$ cat src/rtl/uart_pkg.sv
// Shared UART constants: FIFO defaults and serial frame layout.
package uart_pkg;

  localparam int unsigned FIFO_DATA_W     = 8;
  localparam int unsigned FIFO_DEPTH      = 8;

  localparam int unsigned UART_DATA_BITS  = 8;
  localparam int unsigned UART_STOP_BITS  = 1;
  localparam int unsigned UART_FRAME_BITS = 1 + UART_DATA_BITS + UART_STOP_BITS;

  localparam logic UART_START_BIT = 1'b0;
  localparam logic UART_STOP_BIT  = 1'b1;

  // Serial frame, LSB shifted out first (start bit).
  typedef struct packed {
    logic                      stop;
    logic [UART_DATA_BITS-1:0] data;
    logic                      start;
  } uart_frame_t;

  function automatic uart_frame_t uart_make_frame(input logic [UART_DATA_BITS-1:0] data);
    uart_frame_t f;
    f.stop  = UART_STOP_BIT;
    f.data  = data;
    f.start = UART_START_BIT;
    return f;
  endfunction

endpackage

$ cat src/rtl/pulse_gen.sv
// Rising-edge detector: one-cycle pulse when LVL_SIG goes from low to high.
module pulse_gen (
  input  logic CLK,
  input  logic RST,
  input  logic LVL_SIG,
  output logic PULSE_SIG
);

  logic r_lvl_q;

  always_ff @(posedge CLK) begin
    if (RST) begin
      r_lvl_q <= 1'b0;
    end else begin
      r_lvl_q <= LVL_SIG;
    end
  end

  assign PULSE_SIG = LVL_SIG & ~r_lvl_q;

endmodule

$ cat src/rtl/uart_tx_fifo.sv
// Show-ahead transmit FIFO feeding a UART transmitter; the transmitter's BUSY
// rising edge consumes the head entry. DEPTH must be a power of two, >= 2.
module uart_tx_fifo
  import uart_pkg::*;
#(
  parameter int unsigned DATA_W = FIFO_DATA_W,
  parameter int unsigned DEPTH  = FIFO_DEPTH
) (
  input  logic                     CLK,
  input  logic                     RST,
  input  logic                     WR_EN,
  input  logic [DATA_W-1:0]        WR_DATA,
  input  logic                     BUSY,
  output logic [DATA_W-1:0]        RD_DATA,
  output logic                     F_EMPTY,
  output logic                     F_FULL,
  output logic [$clog2(DEPTH):0]   COUNT,
  output logic                     OVERFLOW
);

  localparam int unsigned AW = $clog2(DEPTH);
  localparam int unsigned PW = AW + 1;

  logic [DATA_W-1:0] r_mem [DEPTH];
  logic [PW-1:0]     r_wr_ptr;
  logic [PW-1:0]     r_rd_ptr;
  logic              r_overflow;

  logic              w_busy_rise;
  logic              w_empty;
  logic              w_full;
  logic              w_wr_accept;
  logic              w_pop;

  pulse_gen u_busy_edge (
    .CLK       (CLK),
    .RST       (RST),
    .LVL_SIG   (BUSY),
    .PULSE_SIG (w_busy_rise)
  );

  // Extra wrap bit distinguishes full from empty when indices match.
  assign w_empty     = (r_wr_ptr == r_rd_ptr);
  assign w_full      = (r_wr_ptr[AW-1:0] == r_rd_ptr[AW-1:0]) &&
                       (r_wr_ptr[AW] != r_rd_ptr[AW]);
  assign w_wr_accept = WR_EN & ~w_full;
  assign w_pop       = w_busy_rise & ~w_empty;

  always_ff @(posedge CLK) begin
    if (RST) begin
      r_wr_ptr   <= '0;
      r_rd_ptr   <= '0;
      r_overflow <= 1'b0;
    end else begin
      if (w_wr_accept) begin
        r_wr_ptr <= r_wr_ptr + PW'(1);
      end
      if (w_pop) begin
        r_rd_ptr <= r_rd_ptr + PW'(1);
      end
      if (WR_EN && w_full) begin
        r_overflow <= 1'b1;
      end
    end
  end

  // Unreset storage so it maps onto distributed RAM.
  always_ff @(posedge CLK) begin
    if (w_wr_accept && !RST) begin
      r_mem[r_wr_ptr[AW-1:0]] <= WR_DATA;
    end
  end

  assign RD_DATA  = r_mem[r_rd_ptr[AW-1:0]];
  assign F_EMPTY  = w_empty;
  assign F_FULL   = w_full;
  assign COUNT    = r_wr_ptr - r_rd_ptr;
  assign OVERFLOW = r_overflow;

endmodule
$ cat config.mk
export PLATFORM = sky130hd
export DESIGN_NAME = uart_tx_fifo
export DESIGN_NICKNAME = d
export VERILOG_FILES = /design/src/rtl/uart_pkg.sv /design/src/rtl/pulse_gen.sv /design/src/rtl/uart_tx_fifo.sv
export SDC_FILE = /design/constraint.sdc
export NUM_CORES = 1
export LEC_CHECK = 0
export CORE_AREA = 2 2 94 96
export CTS_BUF_LIST = sky130_fd_sc_hd__clkbuf_2 sky130_fd_sc_hd__clkbuf_4 sky130_fd_sc_hd__clkbuf_8
export DETAILED_ROUTE_END_ITERATION = 10
export DIE_AREA = 0 0 96 98
export GPL_TIMING_DRIVEN = 0
export REMOVE_ABC_BUFFERS = 1
export SLEW_MARGIN = 20
export SYNTH_ARGS = -nofsm -noshare
export SYNTH_HDL_FRONTEND = slang
export SYNTH_SLANG_ARGS = --single-unit
$ cat constraint.sdc
create_clock -name CLK -period 3.85 [get_ports CLK]
set_input_delay 0.385 -clock CLK [delete_from_list [all_inputs] [get_ports CLK]]
set_output_delay 0.385 -clock CLK [all_outputs]
set_load 0.02 [all_outputs]
==> results of run 1 <==
per-layer routing:
layer  vias up  global-route usage
met5         -                   0
met4         0              0.0560
met3         8              0.0262
met2        35               0.193
met1       773               0.173
li1        733                   -
cells by family after synthesis:
group | count (synthesis)
AO/OA/AOI/OAI | 9
adder cells (fa/ha/maj) | 6
XOR/XNOR | 10
multiplexers | 26
flip-flops | 77
AND/OR/NAND/NOR | 30
buffers and inverters | 13
critical path, stage by stage, from the launching register on:
cell             delay (ns)
dfxtp_1                0.94
mux4_1                 0.67
mux2_2                 0.27
clkdlybuf4s50_1        0.53
power by group through the flow:
stage	combinational (uW)	clock, uW	sequential (uW)
after floorplan	137	0	956
after detailed placement	229	0	967
final	226	714	947
after CTS	230	725	949
after global placement	226	0	966
after global routing	248	764	951
final cells by class:
cell class | count | share of cell area
Tap cell | 108 | 0.0360
Clock inverter | 6 | 0.0300
Sequential cell | 77 | 0.582
Timing Repair Buffer | 26 | 0.0694
Clock buffer | 9 | 0.0330
Inverter | 7 | 0.00700
Multi-Input combinational cell | 81 | 0.243
layout by cell type (no fill, tap or decap):
master and count:
edfxtp_1 64, clkdlybuf4s50_1 26, nor2_1 18, mux4_1 15
dfxtp_1 13, clkbuf_8 9, mux2_2 8, inv_1 7
xor2_1 5, ha_1 5, xnor2_1 4, nand2_1 3
o211ai_1 3, bufinv_16 3, a21oi_1 2, nor3_2 2
nor2b_1 2, o21ai_0 2, mux2i_1 2, clkinv_4 2
xnor2_2 1, a21o_1 1, mux4_2 1, nand3_1 1
o21ai_2 1, or3b_4 1, or3_1 1, and4_1 1
and3_1 1, fa_1 1, clkinv_2 1
sequential cells by signal (all words and copies together), names as in the netlist, named ones only:
register and flops:
OVERFLOW 1, r_rd_ptr 4, r_wr_ptr 4, u_busy_edge.r_lvl_q 1, r_mem 64
path summary, 6_finish.rpt:
check / startpoint / to / slack, ns / cells past startpoint
worst min register to register: OVERFLOW / OVERFLOW / 0.48 / 2
worst max register to register: r_wr_ptr[0] / r_mem[6][3] / 0.96 / 6
worst min-delay path: OVERFLOW / OVERFLOW / 0.48 / 2
worst max-delay path: flop / RD_DATA[1] / 0.70 / 3
through the flow:
stage	cells	hold slack, ns
after floorplan	165	0.457
after global placement	299	0.457
after detailed placement	299	0.462
after CTS	314	0.485
after global routing	314	0.526
final	314	0.481
==> reports/qor.yml, run 1 <==
worst_setup_path:
  required_ns: 3.46
  crit_type: "flop to output port"
  endpoint_kind: "output port"
  cp.arrival_ns: 2.77
  crit_path_start_kind: "flop"
  cp_max_fo: 16
logic_synthesis:
  synth_top_flop_cell: "edfxtp_1"
  synthArstFlopShare: 0
  ys_types: 32
  synth_top_family_by_area: "multiplexers"
  synth-compound-area-share: 0.0186
  synth_common_cells: "edfxtp_1, nor2_1, mux4_1, dfxtp_1, mux2_2"
  yosys.area.top_type: "edfxtp_1"
  syn-cell-area_um2: 3160
  yosys-mux-area-fraction: 0.167
  synthAdderAreaFrac: 0.0261
  ys_ff_latch: 77
  synth.most_common_cell: "edfxtp_1"
  synth_warnings: 0
  synthSimpleGateAreaFrac: 0.0455
  synth_xor_area_frac: 0.0301
  yosysSeqAreaShare: 0.690
  synth_top_area_share: 0.608
  synth.avg_cell_area_um2: 18.5
  synth_edf_count: 64
  syn_inst: 171
  synth_area_leaders: "edfxtp_1, mux4_1, dfxtp_1"
power_and_ir_drop:
  power.net_switching_uw: 419
  clockPowerShare: 0.378
  power_frac_comb: 0.120
  p_leak_uw: 0.00126
  internal_power_uw: 1470
  p_per_area_nw_per_um2: 503
  switching_share: 0.222
  p_total_uw: 1890
  seqPwrFrac: 0.502
  vdd.ir_drop.worst_v: 0.000157
cts:
  cts_tree: "built"
  cts_hold_buf: 0
  clk_latency_ns: 0.34
  cts_root_buf: "clkbuf_8"
  cts_made_buffers: 9
  ctsHtreeMaxLevel: 3
  cts_setup_buffers: 0
  path_clk_slew_ns: 0.08
  cts_resized: 0
  clock_path_buffers: 2
  cts.sinks: 77
final_layout:
  finalInstanceArea_um2: 3750
  area_delta_synth_final_pct: 18.6
  fillerInstances: 746
  drive_gt1_frac: 0.141
  layout.nets: 220
  ff_latch_area_um2: 2180
  multiInputGateArea_um2: 912
  diodes: 0
  fin_util: 0.443
route:
  top_layer: "met4"
  via_per_inst: 4.93
  drtIter0Drc: 111
  vias: 1549
  wire_per_inst_um: 17.2
  ant_nets: 0
  drc: 0
  met2_length_um: 2580
  first_pass_iters: 4
  wl_met3_um: 224
  drt-total-wl_um: 5400
  wl_met1_um: 2520
min_path:
  hold_class: "flop to flop"
job:
  drv_cap: 0
placed_design:
  placed_area_um2: 3520
  hpwl_um: 3340
  gp_congestion: 0.741
  portBuffers: 26
  place_ws_ns: 0.888
global_routing:
  grt_usage: 0.126
  grt_max_degree: 17
  grt_pass1_vias: 1599
  grt-ovfl-total: 0
  antenna_found_initial: 0
  grt_pass1_wl_um: 8460
sta:
  max_freq_ghz: 0.317
  hold_viol_final: 0
  timing.final.crit_share: 0.819
  setup_tns_ns: 0
  min_period_ns: 3.15
  relSlewSlack: 0.372
  fin_ws_ns: 0.698
  skew_ns: 0.00688
  rsz0062_at_grt: "no"
  finalSetupViolations: 0
  worst_pin_slew_ns: 0.941
  slew_violations: 0
floorplanning:
  coreArea_um2: 8470
  start_util: 0.374
  fp.dieH_um: 98
  die_w_um: 96
  fp-row-count: 34
  ios: 27
  die_area_um2: 9410
run_status:
  status: "finished clean"
Power figures use the tool's default switching activity.
==> inputs of run 2 (changes only) <==
Clock period 3.85 ns to 2.8 ns, I/O delays scaled along.
==> reports/qor.yml, run 2 (synthesized netlist as in run 1, its figures left out) <==
final_layout:
  area_delta_synth_final_pct: 19.3
  finalInstanceArea_um2: 3770  # +0.53%
  diodes: 0  # unchanged
  ff_latch_area_um2: 2190  # +0.23%
  layout.nets: 220  # unchanged
  multiInputGateArea_um2: 927  # +1.6%
  fillerInstances: 743  # -0.40%
  fin_util: 0.446  # +0.00236
  final_common_cell: "edfxtp_1"
  drive_gt1_frac: 0.180  # +0.0388
  instances_no_fill: 314  # unchanged
  largest_register_ffs: 64  # unchanged
  final_cell_mix: "edfxtp_1, clkdlybuf4s50_1, mux4_1"
worst_setup_path:
  rr_worst_depth: 5  # -1
  r2r-start: "r_wr_ptr[1]"
  critPathSlowestCell: "nor3_2"
  crit_chain: "ha_1 -> nand3_1 -> o21ai_2 -> or3b_4 -> nor3_2"
  r2r_end: "r_mem[4][3]"
  required_ns: 2.77  # -0.69 ns
  critPathMaxStageDelay_ns: 0.66  # -0.28 ns
  endpoint_kind: "flop"
  crit_type: "flop to flop"
  crit_path_start_kind: "flop"
  r2r_setup_slack_ns: 0.06  # -0.90 ns
  cp.arrival_ns: 2.71  # -0.06 ns
  worst_path_dominant_cell_family: "simple AND/OR/NAND/NOR gates"
  critPathBufInv: 0  # -1
  cp_max_fo: 9  # -7
route:
  ant_nets: 0  # unchanged
  first_pass_iters: 4  # unchanged
  vias: 1552  # +0.19%
  via_per_inst: 4.94  # +0.19%
  drt-total-wl_um: 5440  # +0.76%
  drtIter0Drc: 115  # +3.6%
  drc: 0  # unchanged
  wire_per_inst_um: 17.3  # +0.76%
sta:
  min_period_ns: 2.74
  whs_ns: 0.482  # +0.000654 ns
  timing.final.crit_share: 0.979
  hold_viol_final: 0  # unchanged
  slew_violations: 0  # unchanged
  relSlewSlack: 0.428  # +0.0563
  rsz0062_at_grt: "yes"
  worst_pin_slew_ns: 0.853  # -0.0879 ns
  fin_ws_ns: 0.0583  # -0.640 ns
  finalSetupViolations: 0  # unchanged
  max_freq_ghz: 0.365
  skew_ns: 0.00921  # +0.00233 ns
global_routing:
  grt_pass1_wl_um: 8480  # +0.25%
  antenna_found_initial: 0  # unchanged
  grt-ovfl-total: 0  # unchanged
  grt_usage: 0.126  # +0.000323
  grt_pass1_vias: 1601  # +0.13%
  grt_max_degree: 17  # unchanged
floorplanning:
  fp.dieH_um: 98  # unchanged
  fp-row-count: 34  # unchanged
  coreArea_um2: 8470  # unchanged
  start_util: 0.374  # unchanged
  ios: 27  # unchanged
  die_w_um: 96  # unchanged
  die_area_um2: 9410  # unchanged
placed_design:
  placed_cells_incl_taps: 299  # unchanged
  portBuffers: 26  # unchanged
  hpwl_um: 3340  # unchanged
  gp_congestion: 0.741  # unchanged
  place_ws_ns: -0.162  # -1.05 ns
  placed_area_um2: 3520  # unchanged
job:
  drv_cap: 0  # unchanged
cts:
  cts_setup_buffers: 0  # unchanged
  clk_latency_ns: 0.34  # about the same
  cts.sinks: 77  # unchanged
  ctsHtreeMaxLevel: 3  # unchanged
  cts_made_buffers: 9  # unchanged
  clock_path_buffers: 2  # unchanged
  cts_hold_buf: 0  # unchanged
  cts_tree: "built"
  cts_root_buf: "clkbuf_8"
  path_clk_slew_ns: 0.08  # about the same
power_and_ir_drop:
  p_per_area_nw_per_um2: 690  # +37%
  p_leak_uw: 0.00126  # about the same
  vdd.ir_drop.worst_v: 0.000215  # +37%
min_path:
  hold_class: "flop to flop"
  min_path_cells: 2  # unchanged
  hp-start: "OVERFLOW"
  whs_endpoint: "OVERFLOW"
run_status:
  status: "finished clean"
## run 2: changes by cell type in the layout (fill, tap and decap cells not counted)
cell,previous run,this run
nor2_1,18,12
nor2_2,0,6
dfxtp_1,13,11
dfxtp_2,0,1
dfxtp_4,0,1
## run 2: metrics by stage
stage                     setup TNS, ns  total power, uW
after global routing              -1.97             2700
after global placement            -4.52             1640
after detailed placement          -5.70             1640
after CTS                         -3.79             2620
after floorplan                       0             1500
final                                 0             2600
## run 2: worst reg2reg max path, cell delays in order, from the launching register on
cell     delay, ns
dfxtp_1       0.56
ha_1          0.32
nand3_1       0.25
o21ai_2       0.14
or3b_4        0.43
nor3_2        0.66
## run 2: worst max path at each step
stage                      from          end  slack (ns)  cells past startpoint
floorplan           r_wr_ptr[0]  r_mem[0][0]        0.31                      6
global placement    r_wr_ptr[0]  r_mem[0][7]       -0.40                      6
detailed placement  r_wr_ptr[0]  r_mem[5][7]       -0.16                      6
CTS                 r_wr_ptr[0]  r_mem[7][3]       -0.12                      6
global route        r_wr_ptr[1]  r_mem[4][3]       -0.13                      5
finish              r_wr_ptr[1]  r_mem[4][3]        0.06                      5
## run 2: layout make-up
class / count / share of cell area
clock inverter: 6 / 0.0299
tap: 108 / 0.0358
multi-input combinational: 81 / 0.246
inverter: 7 / 0.00697
clock buffer: 9 / 0.0328
sequential: 77 / 0.580
timing repair buffer: 26 / 0.0690
## run 2: where the power goes
group	switching, uW	internal [uW]
clock network	396	588
logic	145	169
registers	39.6	1260
## run 2: layer usage
layer	wire (um)	global-route usage	up-vias
met5	0	0	-
met4	64	0.0560	0
li1	-	-	736
met3	219	0.0262	7
met1	2550	0.173	776
met2	2600	0.193	33
## run 2: repair_timing
| action | CTS | global route |
|---|---|---|
| hold endpoints to repair | 0 | 0 |
| pin swaps | 0 | 0 |
| resized for setup | 4 | 5 |
| endpoints found under the setup margin | 72 | 49 |
